$ cat config.mk
export PLATFORM = sky130hd
export DESIGN_NAME = i2c_master_byte
export DESIGN_NICKNAME = d
export VERILOG_FILES = /design/src/rtl/i2c_master_byte.sv
export SDC_FILE = /design/constraint.sdc
export NUM_CORES = 1
export LEC_CHECK = 0
export CORE_MARGIN = 4
export CORE_UTILIZATION = 30
export CTS_CLUSTER_DIAMETER = 100
export CTS_CLUSTER_SIZE = 30
export DETAILED_ROUTE_END_ITERATION = 7
export PLACE_DENSITY = 0.46
export SLEW_MARGIN = 0
export SYNTH_ARGS = -nofsm -noshare
export SYNTH_HDL_FRONTEND = slang
export SYNTH_SLANG_ARGS = --single-unit
export TNS_END_PERCENT = 1
$ cat constraint.sdc
create_clock -name clk -period 4.6 [get_ports clk]
set_input_delay 1.15 -clock clk [delete_from_list [all_inputs] [get_ports clk]]
set_output_delay 1.15 -clock clk [all_outputs]
set_load 0.02 [all_outputs]
$ cat src/rtl/i2c_master_byte.sv
// Byte-level I2C master: one command per handshake (optional START, 8-bit write or read plus ACK,
// optional STOP), with slave clock stretching and arbitration-loss detection on open-drain SCL/SDA.
module i2c_master_byte #(
    parameter int unsigned CLK_DIV = 25
) (
    input  logic       clk,
    input  logic       rst,
    input  logic       cmd_valid,
    output logic       cmd_ready,
    input  logic       cmd_start,
    input  logic       cmd_stop,
    input  logic       cmd_read,
    input  logic       cmd_ack,
    input  logic [7:0] cmd_wdata,
    output logic       rsp_valid,
    output logic [7:0] rsp_rdata,
    output logic       rsp_nack,
    output logic       rsp_arb_lost,
    output logic       busy,
    input  logic       scl_i,
    output logic       scl_oe,
    input  logic       sda_i,
    output logic       sda_oe
);
    typedef enum logic [2:0] {IDLE, HOLD, START, BIT, STOP, RESP} state_t;

    localparam logic [15:0] TC = 16'(CLK_DIV - 1);

    state_t      state, state_n;
    logic [15:0] cnt;
    logic [1:0]  q;
    logic [3:0]  bitn;
    logic [7:0]  sh;
    logic        sbit, stop_l, read_l, ack_l, from_hold, keep;
    logic        hs, tick, stall, sample, mdrive, mval, arb;

    assign hs     = cmd_valid && cmd_ready;
    assign tick   = (cnt == TC);
    assign stall  = !scl_i && (((state == BIT) && (q == 2'd2)) || ((state == STOP) && (q == 2'd1)));
    assign sample = (state == BIT) && (q == 2'd3) && (cnt == '0);

    // bitn[3] marks the ACK slot; mval is the level the master wants on SDA (1 = released)
    assign mdrive = bitn[3] ? read_l : !read_l;
    assign mval   = bitn[3] ? (read_l ? ack_l : 1'b1) : (read_l ? 1'b1 : sh[7]);
    assign arb    = sample && mdrive && mval && !sda_i;

    assign rsp_valid = (state == RESP);
    assign busy      = (state != IDLE) && !((state == RESP) && rsp_arb_lost);

    always_comb begin
        state_n   = state;
        cmd_ready = 1'b0;
        scl_oe    = 1'b0;
        sda_oe    = 1'b0;
        case (state)
            IDLE: begin
                cmd_ready = !rst;
                if (hs) state_n = START;
            end
            HOLD: begin
                cmd_ready = !rst;
                scl_oe    = 1'b1;
                if (hs) state_n = cmd_start ? START : BIT;
            end
            START: begin
                case (q)
                    2'd0:    scl_oe = from_hold;
                    2'd1:    scl_oe = 1'b0;
                    2'd2:    sda_oe = 1'b1;
                    default: begin
                        scl_oe = 1'b1;
                        sda_oe = 1'b1;
                    end
                endcase
                if (tick && (q == 2'd3)) state_n = BIT;
            end
            BIT: begin
                scl_oe = !q[1];
                sda_oe = !mval;
                if (arb)
                    state_n = RESP;
                else if (tick && (q == 2'd3) && bitn[3])
                    state_n = stop_l ? STOP : RESP;
            end
            STOP: begin
                scl_oe = (q == 2'd0);
                sda_oe = (q != 2'd3);
                if (tick && (q == 2'd3)) state_n = RESP;
            end
            RESP: begin
                scl_oe  = keep;
                state_n = keep ? HOLD : IDLE;
            end
            default: state_n = IDLE;
        endcase
    end

    always_ff @(posedge clk) begin
        if (rst) state <= IDLE;
        else     state <= state_n;
    end

    always_ff @(posedge clk) begin
        if (rst) begin
            cnt          <= '0;
            q            <= '0;
            bitn         <= '0;
            sh           <= '0;
            sbit         <= 1'b0;
            stop_l       <= 1'b0;
            read_l       <= 1'b0;
            ack_l        <= 1'b0;
            from_hold    <= 1'b0;
            keep         <= 1'b0;
            rsp_rdata    <= '0;
            rsp_nack     <= 1'b0;
            rsp_arb_lost <= 1'b0;
        end else begin
            if (state_n != state) begin
                cnt <= '0;
                q   <= '0;
            end else if (!stall && (state inside {START, BIT, STOP})) begin
                if (tick) begin
                    cnt <= '0;
                    q   <= q + 2'd1;
                end else begin
                    cnt <= cnt + 16'd1;
                end
            end

            if (state != BIT)
                bitn <= '0;
            else if (tick && (q == 2'd3))
                bitn <= bitn + 4'd1;

            if (hs) begin
                stop_l    <= cmd_stop;
                read_l    <= cmd_read;
                ack_l     <= cmd_ack;
                from_hold <= (state == HOLD);
                sh        <= cmd_wdata;
            end

            // Sampled bit is shifted in only at the end of the bit so SDA never moves while SCL is high
            if (sample) sbit <= sda_i;
            if ((state == BIT) && tick && (q == 2'd3) && !bitn[3])
                sh <= {sh[6:0], sbit};

            if ((state != RESP) && (state_n == RESP)) begin
                rsp_arb_lost <= arb;
                keep         <= !stop_l && !arb;
                rsp_rdata    <= (read_l && !arb) ? sh : '0;
                rsp_nack     <= arb ? 1'b0 : (read_l ? ack_l : sbit);
            end
        end
    end
endmodule

==> metrics.md, run 1 <==
| Metric | Value |
|---|---|
| Outcome | `completed` |
| Antenna-violating nets left | `0` |
| CP max FO | `16` |
| Row count | `34` |
| Largest net degree at the start of global routing | `37` |
| Top-area cell type share of the netlist area | `36.0%` |
| Max Slew Vio Count | `0` |
| Hold Slack | `approximately 0.47 ns` |
| Synth Area in Adders | `3.21%` |
| Fmax | `0.277 GHz` |
| Period utilization | `78.4%` |
| RSZ-0062 raised after global routing | `no` |
| Worst-margin pin slew | `1.00 ns` |
| Post-synth ARST share | `0%` |
| Starting Density | `31.1%` |
| Layout Skew | `around 0.019 ns` |
| Main combinational cell family by area after synthesis | `simple AND/OR/NAND/NOR gates` |
| Post-CTS Resized | `0` |
| Post-synth top area cell | `dfxtp_1` |
| Finish-stage setup viols | `0` |
| Clock latency at the later pin of the worst-skew pair | `about 0.31 ns` |
| Diode count | `0` |
| CTS Sinks | `49` |
| Initial antenna violation count | `0` |
| Yosys cell types | `56` |
| Die width | `103 um` |
| Vias | `between 2000 and 2500` |
| Worst path arrival time | `2.46 ns` |
| Final std cells w/o fill | `447` |
| Maximum VDD drop | `around 0.00012 V` |
| Count of input and output buffers | `31` |
| Placed Area | `approximately 0.0031 mm^2` |
| Max-capacitance violation count | `0` |
| Mean Syn Cell Area | `~9 um^2` |
| TritonCTS clock tree | `done` |
| Vias per cell | `5.00` |
| Netlist Area Pre-Place | `0.00273 mm^2` |
| H-Tree Depth | `2` |
| Num CTS Buffers | `5` |
| Leading post-synthesis cells by cell area | `dfxtp_1 (36%), mux2i_1 (7.3%), nor2_1 (4.4%)` |
| Pwr/cell area | `247 mW/mm^2` |
| Hold Vio Cnt, Final | `0` |
| DRC errors left | `0` |
| Compound-Gate Fraction of Synth Area | `11.9%` |
| Clk pin slew, worst setup/hold paths | `~0.11 ns` |
| Top-count cell post-synth | `dfxtp_1` |
| Post-synth top cells | `dfxtp_1 (49), nor2_1 (32), nand2_1 (22), mux2i_1 (20)` |
| Setup Crit Path Kind | `flop to output port` |
| #FFs+latches synth | `slightly below 50` |
| Gr usage total | `12.8%` |
| Syn Inst Count | `311` |
| CP Launch Type | `flop` |
| Number of flops mapped to enable cells by yosys | `0` |
| Post-DP HPWL | `roughly 4600 um` |
| Critical Path Sink Type | `output port` |
| Area Overhead vs Synth | `17.9%` |
| Post-Route WL | `6330 um` |
| Final std cell area, no fill | `0.00321 mm^2` |
| Post-synthesis sequential area ratio | `about 36%` |
| CP required | `approximately 3.5 ns` |
| Initial drt markers | `80` |
| Pre-antenna DRT Iters | `4` |
| WL per Instance | `~14 um` |
| Mux cell area share after synthesis | `8.31%` |
| First-pass GRT wire length | `11000 um` |
| Total negative setup slack | `0 ns` |
| Synthesized net count | `approximately 340` |
| Total I/O pin count | `32` |
| Area of the core | `approximately 0.009 mm^2` |
| Die ar. | `0.0107 mm^2` |
| Slew HR | `between 30% and 40%` |
| Dpl cells | `439` |
| Placer Congestion | `0.774` |
| Total power | `a little under 0.8 mW` |
| Fillers | `943` |
| CTS max path bufs | `2` |
| Worst Hold Class | `flop to flop` |
| YS warnings | `0` |
| P_leak | `1.06 nW` |
| Root Buffer | `clkbuf_8` |
| Grt ovf | `0` |
| Layout cell share with drive strength beyond 1 | `9.44%` |
| Post-Synth Simple-Gate Area | `30.8%` |
| Hold-fix buffers, CTS | `0` |
| Setup bufs post-CTS | `0` |
| Vias in the first global route | `2187` |
| Synth Area in XOR/XNOR | `under 10%` |
| Ys flop type | `dfxtp_1` |
| Fin nets | `around 360` |
| Minimum clock period | `3.61 ns` |
| Die Ht | `103 um` |
-- layer usage --
metal	vias to the layer above	routed length, um	global-route usage, %
li1	1163	-	-
met1	1046	3140	17.8
met2	22	2940	20.6
met3	5	198	2.48
met4	0	58	3.29
met5	-	0	0
-- power by group --
| part | total [mW] | internal (mW) | leakage, nW | switching, mW |
|---|---|---|---|---|
| combinational | 0.0679 | 0.0340 | 0.607 | 0.0338 |
| sequential | 0.440 | 0.431 | 0.396 | 0.00908 |
| clock | 0.285 | 0.125 | 0.0518 | 0.160 |
-- critical path, cell delays in order, from the launching register on --
cell	delay (ns)
dfxtp_1	0.66
or2b_2	0.35
o32a_1	0.29
o22ai_1	0.19
clkdlybuf4s50_1	0.64
-- sequential cells by signal, indices dropped and copies added (netlist names), 2 cells and up --
signal	count
bitn	4
sh	8
state	3
cnt	16
q	2
rsp_rdata	8
-- through the flow --
stage	util [%]	setup slack [ns]
3_5_place_dp	35.5	1.07
3_3_place_gp	35.5	1.08
4_1_cts	36.7	0.986
2_1_floorplan	-	1.33
5_1_grt	36.7	0.900
6_report	36.7	0.994
-- layout make-up --
| cell class | count | area [um^2] | area share [%] |
|---|---|---|---|
| multi-input combinational | 235 | 1610 | 50.0 |
| sequential | 49 | 981 | 30.5 |
| timing repair buffer | 36 | 348 | 10.8 |
| tap | 108 | 135 | 4.21 |
| clock buffer | 6 | 82.6 | 2.57 |
| inverter | 11 | 41.3 | 1.29 |
| clock inverter | 2 | 17.5 | 0.545 |
-- logic make-up (layout without fill, tap and decap cells) --
family	after synthesis	in the layout
buffers and inverters	27	55
adder cells (fa/ha/maj)	7	7
XOR/XNOR	15	15
multiplexers	22	22
AND/OR/NAND/NOR	143	143
AO/OA/AOI/OAI	48	48
flip-flops	49	49
-- layout by cell type, fill, tap and decap left out, types with 4 or more instances in the layout --
cell type         n
nor3b_1           4
nand2_1          22
nor3_1           10
a211oi_1         11
xnor2_1          13
nor2_1           32
nor4_1           11
mux2i_1          20
nand2b_1         15
inv_1            11
a21oi_1          15
clkdlybuf4s50_1  31
o21ai_0           7
ha_1              7
nand4_1           6
buf_4             5
clkbuf_8          6
dfxtp_1          49
nor2b_1           6
nand3_1          10
-- worst paths after layout --
| check | start | to | slack [ns] | cells after the start |
|---|---|---|---|---|
| worst max-delay path | state[1] | sda_oe | 0.99 | 4 |
| worst min-delay path | sh[1] | rsp_rdata[1] | 0.47 | 2 |
| worst max register to register | q[0] | keep | 1.92 | 7 |
| worst min register to register | sh[1] | rsp_rdata[1] | 0.47 | 2 |
Power figures use the tool's default switching activity.
==> run 2: changes to the inputs <==
--- a/config.mk
+++ b/config.mk
@@ -10,7 +10,7 @@
 export CTS_CLUSTER_DIAMETER = 100
 export CTS_CLUSTER_SIZE = 30
 export DETAILED_ROUTE_END_ITERATION = 7
-export PLACE_DENSITY = 0.46
+export PLACE_DENSITY = 0.48
 export SLEW_MARGIN = 0
 export SYNTH_ARGS = -nofsm -noshare
 export SYNTH_HDL_FRONTEND = slang
==> constraint.sdc (replaced) <==
create_clock -name clk -period 2.9 [get_ports clk]
set_input_delay 0.725 -clock clk [delete_from_list [all_inputs] [get_ports clk]]
set_output_delay 0.725 -clock clk [all_outputs]
set_load 0.02 [all_outputs]
==> run 2 against run 1 <==
Effect of this change:
- flip-flop and latch count is the same
- critical endpoint is now cmd_ready
- sequential share of layout area shrank 0.75 points
- global-route usage about the same
- critical path type is now primary input to output port
- cell area is 2.5% higher
- combinational power is 72% higher
- largest power group unchanged
- clock-buffer cell count shrank 1
==> metrics.md, run 2 (synthesis results as in run 1) <==
| Metric | Value |
|---|---|
| Highest cell delay on the worst timing path | `0.63 ns (-0.03 ns)` |
| Layout Skew | `0.0175 ns (-0.00192 ns)` |
| Switching share of total power | `26.8% (+1.2 points)` |
| Commonest non-fill, non-tap cell in the layout | `dfxtp_1` |
| Area Overhead vs Synth | `20.9%` |
| Total negative setup slack | `0 ns (unchanged)` |
| Clk pin slew, worst setup/hold paths | `0.11 ns (about the same)` |
| CP max FO | `4 (-12)` |
| WL per Instance | `13.8 um (-2.4%)` |
| RSZ-0062 raised after global routing | `no` |
| Final std cell area, no fill | `0.00329 mm^2 (+2.5%)` |
| Critical Path Sink Type | `output port` |
| Combinational share of power | `9.3% (+0.7 points)` |
| Grt ovf | `0 (unchanged)` |
| CP Cell Sequence | `clkdlybuf4s50_1 > nor3_1 > clkdlybuf4s50_1` |
| Fin nets | `373 (+3.0%)` |
| CTS max path bufs | `2 (unchanged)` |
| Die width | `103 um (unchanged)` |
| Commonest cells after routing, fill and taps aside | `dfxtp_1 (49), nor2_1 (32), clkdlybuf4s50_1 (29), nand2_1 (22), mux2i_1 (20)` |
| Finish-stage setup viols | `0 (unchanged)` |
| Pwr/cell area | `383 mW/mm^2 (+55%)` |
| Area of the core | `0.00876 mm^2 (unchanged)` |
| Period utilization | `95.2%` |
| CP required | `2.17 ns (-1.28 ns)` |
| Gr usage total | `12.9% (+0.028 points)` |
| Register area | `981 um^2 (unchanged)` |
| Maximum VDD drop | `0.000173 V (+41%)` |
| Worst hold stages | `2 (unchanged)` |
| Int Pwr | `0.924 mW (+56%)` |
| Initial antenna violation count | `0 (unchanged)` |
| Outcome | `completed` |
| Num CTS Buffers | `5 (unchanged)` |
| Root Buffer | `clkbuf_8` |
| Vias per cell | `4.98 (-0.52%)` |
| CTS Sinks | `49 (unchanged)` |
| Top Registers | `cnt x16, rsp_rdata x8, sh x8` |
| Total I/O pin count | `32 (unchanged)` |
| Setup bufs post-CTS | `0 (unchanged)` |
| Placer Congestion | `0.796 (+2.9%)` |
| Vias | `2279 (+1.9%)` |
| Post-Route WL | `6330 um (about the same)` |
| TritonCTS clock tree | `done` |
| Minimum clock period | `between 2 and 3 ns` |
| Vias in the first global route | `2337 (+6.9%)` |
| Starting Density | `31.1% (unchanged)` |
| H-Tree Depth | `2 (unchanged)` |
| Die Ht | `103 um (unchanged)` |
| Area of the multi-input gates | `0.00161 mm^2 (unchanged)` |
| Cell depth of the worst flop-to-flop path | `6 (-1)` |
| Crit path max-delay cell type | `clkdlybuf4s50_1` |
| Worst path arrival time | `2.04 ns (-0.42 ns)` |
| P_leak | `1.13 nW (+7.4%)` |
| Die ar. | `0.0107 mm^2 (unchanged)` |
| Max reg flops | `16 (unchanged)` |
| CP Launch Type | `primary input` |
| Clock latency at the later pin of the worst-skew pair | `0.31 ns (about the same)` |
| Placed Area | `0.00320 mm^2 (+2.7%)` |
| Critical Path Most Common Cell | `clkdlybuf4s50_1` |
| First-pass GRT wire length | `11000 um (+0.44%)` |
| DRC errors left | `0 (unchanged)` |
| Row count | `34 (unchanged)` |
| Power share of the clock group | `35.7% (-0.2 points)` |
| Initial drt markers | `53 (-34%)` |
| Fmax | `0.362 GHz` |
| Worst Hold Class | `flop to flop` |
| Worst-margin pin slew | `0.659 ns (-0.341 ns)` |
| Flop pwr share | `55.0% (-0.5 points)` |
| Antenna-violating nets left | `0 (unchanged)` |
| Post-DP HPWL | `4690 um (+3.0%)` |
| Largest net degree at the start of global routing | `27 (-27%)` |
| Max-capacitance violation count | `0 (unchanged)` |
| Max Slew Vio Count | `0 (unchanged)` |
| Fillers | `912 (-3.3%)` |
| Count of input and output buffers | `31 (unchanged)` |
| Sw Pwr | `0.338 mW (+67%)` |
| Most flops, register | `cnt` |
| Setup Crit Path Kind | `primary input to output port` |
| Pre-antenna DRT Iters | `7 (+3)` |
| Layout cell share with drive strength beyond 1 | `12.3% (+2.8 points)` |
| Slew HR | `56.1% (+24 points)` |
| Diode count | `0 (unchanged)` |
| Hold Vio Cnt, Final | `0 (unchanged)` |
[run 2: cell types whose count changed in the layout (fill, tap and decap cells not counted), sizes merged]
cell,delta
clkdlybuf4s50,-2
dlymetal6s2s,+1
dlygate4sd2,+1
inv,+1
buf,+11
clkbuf,-1
[run 2: final cells by class]
class | count | area share [%]
multi-input cells | 235 | 48.8
clock inverters | 3 | 0.874
clock buffers | 5 | 2.09
inverters | 11 | 1.25
repair buffers | 47 | 13.1
flip-flops and latches | 49 | 29.8
well taps | 108 | 4.10
[run 2: through the flow]
stage,setup WS (ns),utilization [%],instances,power [mW],hold slack (ns)
floorplan,0.484,-,311,0.777,0.451
global route,0.0620,37.6,458,1.32,0.508
finish,0.140,37.6,458,1.26,0.478
global placement,0.131,36.5,450,0.828,0.460
detailed placement,0.0784,36.5,450,0.828,0.467
CTS,0.0540,37.6,458,1.29,0.483
[run 2: what timing repair did]
action	in CTS	in global routing
setup endpoints to repair	1	1
hold buffers	0	0
endpoints found under the hold margin	0	0
gates resized for setup	1	1
[run 2: per-layer routing]
metal / share of wire [%] / track usage [%]
met1: 50 / 16.9
met2: 45 / 21.3
met3: 3.2 / 2.28
met4: 2.0 / 4.48
met5: 0 / 0
[run 2: final timing paths]
path | startpoint | slack [ns] | end
worst max-delay path | rst | 0.14 | cmd_ready
worst min-delay path | rsp_rdata[7] | 0.48 | rsp_rdata[7]
worst max register to register | cnt[8] | 0.54 | rsp_rdata[3]
worst min register to register | rsp_rdata[7] | 0.48 | rsp_rdata[7]
[run 2: critical path: cells and delay by family]
kind	cells	cell delay [ns]
buf+inv	2	1.13
simple gates	1	0.18
[run 2: power by group through the flow]
| stage | Sequential, mW | Combinational (mW) | Clock, mW |
|---|---|---|---|
| floorplan | 0.706 | 0.0705 | 0 |
| global placement | 0.710 | 0.118 | 0 |
| detailed placement | 0.710 | 0.118 | 0 |
| CTS | 0.695 | 0.119 | 0.474 |
| global route | 0.697 | 0.129 | 0.499 |
| finish | 0.695 | 0.117 | 0.450 |
==> run 3: changes to the inputs <==
--- a/config.mk
+++ b/config.mk
@@ -10,7 +10,7 @@
 export CTS_CLUSTER_DIAMETER = 100
 export CTS_CLUSTER_SIZE = 30
 export DETAILED_ROUTE_END_ITERATION = 7
-export PLACE_DENSITY = 0.48
+export PLACE_DENSITY = 0.46
 export SLEW_MARGIN = 0
 export SYNTH_ARGS = -nofsm -noshare
 export SYNTH_HDL_FRONTEND = slang
==> constraint.sdc (replaced) <==
create_clock -name clk -period 3.1 [get_ports clk]
set_input_delay 0.775 -clock clk [delete_from_list [all_inputs] [get_ports clk]]
set_output_delay 0.775 -clock clk [all_outputs]
set_load 0.02 [all_outputs]
==> run 3 against run 2 <==
Effect of this change:
- utilization shrank 0.36 points
- setup slack got worse by 0.028 ns
- wire length up 1.8%
- clock power decreased by 12%
- global-route usage is 0.31 points lower
- flip-flop and latch count stayed put
- highest routed layer unchanged
==> metrics.md, run 3 (synthesis results as in run 1) <==
| Metric | Value |
|---|---|
| Max-capacitance violation count | `0 (unchanged)` |
| Vias in the first global route | `2169 (-7.2%)` |
| Fmax | `0.335 GHz` |
| Num CTS Buffers | `5 (unchanged)` |
| Diode count | `0 (unchanged)` |
| Commonest cells after routing, fill and taps aside | `dfxtp_1 (49), nor2_1 (32), clkdlybuf4s50_1 (31), nand2_1 (22), mux2i_1 (20)` |
| Setup bufs post-CTS | `0 (unchanged)` |
| Count of input and output buffers | `31 (unchanged)` |
| CP startpoint | `q[0]` |
| CTS max path bufs | `2 (unchanged)` |
| Total negative setup slack | `0 ns (unchanged)` |
| Placed Area | `0.00317 mm^2 (-0.70%)` |
| CP max FO | `4 (unchanged)` |
| Maximum VDD drop | `0.000177 V (+2.5%)` |
| Hold Vio Cnt, Final | `0 (unchanged)` |
| Most flops, register | `cnt` |
| Commonest non-fill, non-tap cell in the layout | `dfxtp_1` |
| Area Overhead vs Synth | `19.7%` |
| Die width | `103 um (unchanged)` |
| RSZ-0062 raised after global routing | `no` |
| WL per Instance | `14.2 um (+2.4%)` |
| Row count | `34 (unchanged)` |
| Crit path to | `sda_oe` |
| Top Registers | `cnt x16, rsp_rdata x8, sh x8` |
| Reg-to-reg startpoint | `q[0]` |
| TritonCTS clock tree | `done` |
| Final std cell area, no fill | `0.00326 mm^2 (-0.95%)` |
| Root Buffer | `clkbuf_8` |
| Vias per cell | `5.08 (+2.2%)` |
| CP Launch Type | `flop` |
| Minimum clock period | `approximately 3.0 ns` |
| Slew HR | `42.4% (-14 points)` |
| Core Util, Final | `37.2% (-0.36 points)` |
| DRC errors left | `0 (unchanged)` |
| Max reg flops | `16 (unchanged)` |
| Fillers | `919 (+0.77%)` |
| Grt ovf | `0 (unchanged)` |
| Post-Route WL | `6440 um (+1.8%)` |
| Worst Hold Class | `flop to flop` |
| H-Tree Depth | `2 (unchanged)` |
| First-pass GRT wire length | `10700 um (-2.5%)` |
| Critical Path Sink Type | `output port` |
| Hold Slack | `0.479 ns (+0.00112 ns)` |
| Fin nets | `370 (-0.80%)` |
| Area of the core | `0.00876 mm^2 (unchanged)` |
| Worst-margin pin slew | `0.852 ns (+0.194 ns)` |
| Total I/O pin count | `32 (unchanged)` |
| Pwr/cell area | `354 mW/mm^2 (-7.7%)` |
| Flop2flop setup slack | `0.63 ns (+0.09 ns)` |
| Total power | `1.15 mW (-8.6%)` |
| CTS Sinks | `49 (unchanged)` |
| Layout cell share with drive strength beyond 1 | `11.5% (-0.76 points)` |
| Vias | `2313 (+1.5%)` |
| Gr usage total | `12.6% (-0.31 points)` |
| Pre-antenna DRT Iters | `4 (-3)` |
| Register area | `981 um^2 (unchanged)` |
| Largest net degree at the start of global routing | `34 (+26%)` |
| Layout Skew | `0.0127 ns (-0.00471 ns)` |
| Post-Place Setup Slack | `0.262 ns (+0.184 ns)` |
| Cell depth of the worst flop-to-flop path | `7 (+1)` |
| Post-CTS Resized | `0 (-1)` |
| Initial antenna violation count | `0 (unchanged)` |
| Clk pin slew, worst setup/hold paths | `0.10 ns (about the same)` |
| Dpl cells | `447 (-0.67%)` |
| Final std cells w/o fill | `455 (-0.66%)` |
| Worst Slack Setup Final | `0.111 ns (-0.0281 ns)` |
| Outcome | `completed` |
| Clock latency at the later pin of the worst-skew pair | `0.31 ns (about the same)` |
| Starting Density | `31.1% (unchanged)` |
| P_leak | `1.09 nW (-3.9%)` |
| Antenna-violating nets left | `0 (unchanged)` |
| Initial drt markers | `85 (+60%)` |
| Die Ht | `103 um (unchanged)` |
| Hold-fix buffers, CTS | `0 (unchanged)` |
| Die ar. | `0.0107 mm^2 (unchanged)` |
| Post-DP HPWL | `4820 um (+2.9%)` |
| Area of the multi-input gates | `0.00161 mm^2 (unchanged)` |
| Worst path arrival time | `2.21 ns (+0.17 ns)` |
| Max Slew Vio Count | `0 (unchanged)` |
| Setup Crit Path Kind | `flop to output port` |
| Placer Congestion | `0.754 (-5.3%)` |
| Period utilization | `96.4%` |
| Reg-to-Reg End | `rsp_rdata[7]` |
| CP required | `2.32 ns (+0.15 ns)` |
| Finish-stage setup viols | `0 (unchanged)` |
-- run 3: cell types whose count changed in the layout (fill, tap and decap cells not counted) --
| cell | change |
|---|---|
| buf_4 | -3 |
| clkdlybuf4s50_1 | +2 |
| clkinv_2 | +1 |
| clkinv_4 | -1 |
| clkinvlp_4 | +1 |
| dlygate4sd2_1 | -1 |
| dlymetal6s2s_1 | -1 |
| inv_8 | -1 |
-- run 3: power breakdown --
group	total, mW	switching (mW)	internal (mW)
combinational	0.106	0.0537	0.0527
sequential	0.650	0.0105	0.640
clock	0.397	0.236	0.161
-- run 3: layer usage --
metal  vias up  routed length (um)  GRT usage, %
met1      1100                3150          16.7
met3         4                 178          2.28
li1       1183                   -             -
met4         0                  57          3.29
met2        26                3060          21.0
met5         -                   0             0
-- run 3: worst max-delay path, stage by stage, from the launching register on --
cell	delay [ns]
dfxtp_1	0.42
inv_1	0.09
ha_1	0.25
o32a_1	0.35
o22ai_1	0.17
clkdlybuf4s50_1	0.63
-- run 3: cell type report --
class / instances / area share (%)
Inverter: 11 / 1.27
Multi-Input combinational cell: 235 / 49.3
Tap cell: 108 / 4.14
Clock buffer: 5 / 2.11
Clock inverter: 3 / 0.652
Sequential cell: 49 / 30.1
Timing Repair Buffer: 44 / 12.5
-- run 3: worst min-delay path by stage --
stage	startpoint	endpoint	slack [ns]	cells after the start
floorplan	sh[0]	rsp_rdata[0]	0.45	2
global placement	rsp_rdata[5]	rsp_rdata[5]	0.46	2
detailed placement	rsp_rdata[5]	rsp_rdata[5]	0.47	2
CTS	rsp_rdata[5]	rsp_rdata[5]	0.48	2
global route	rsp_rdata[0]	rsp_rdata[0]	0.50	2
finish	rsp_rdata[5]	rsp_rdata[5]	0.48	2
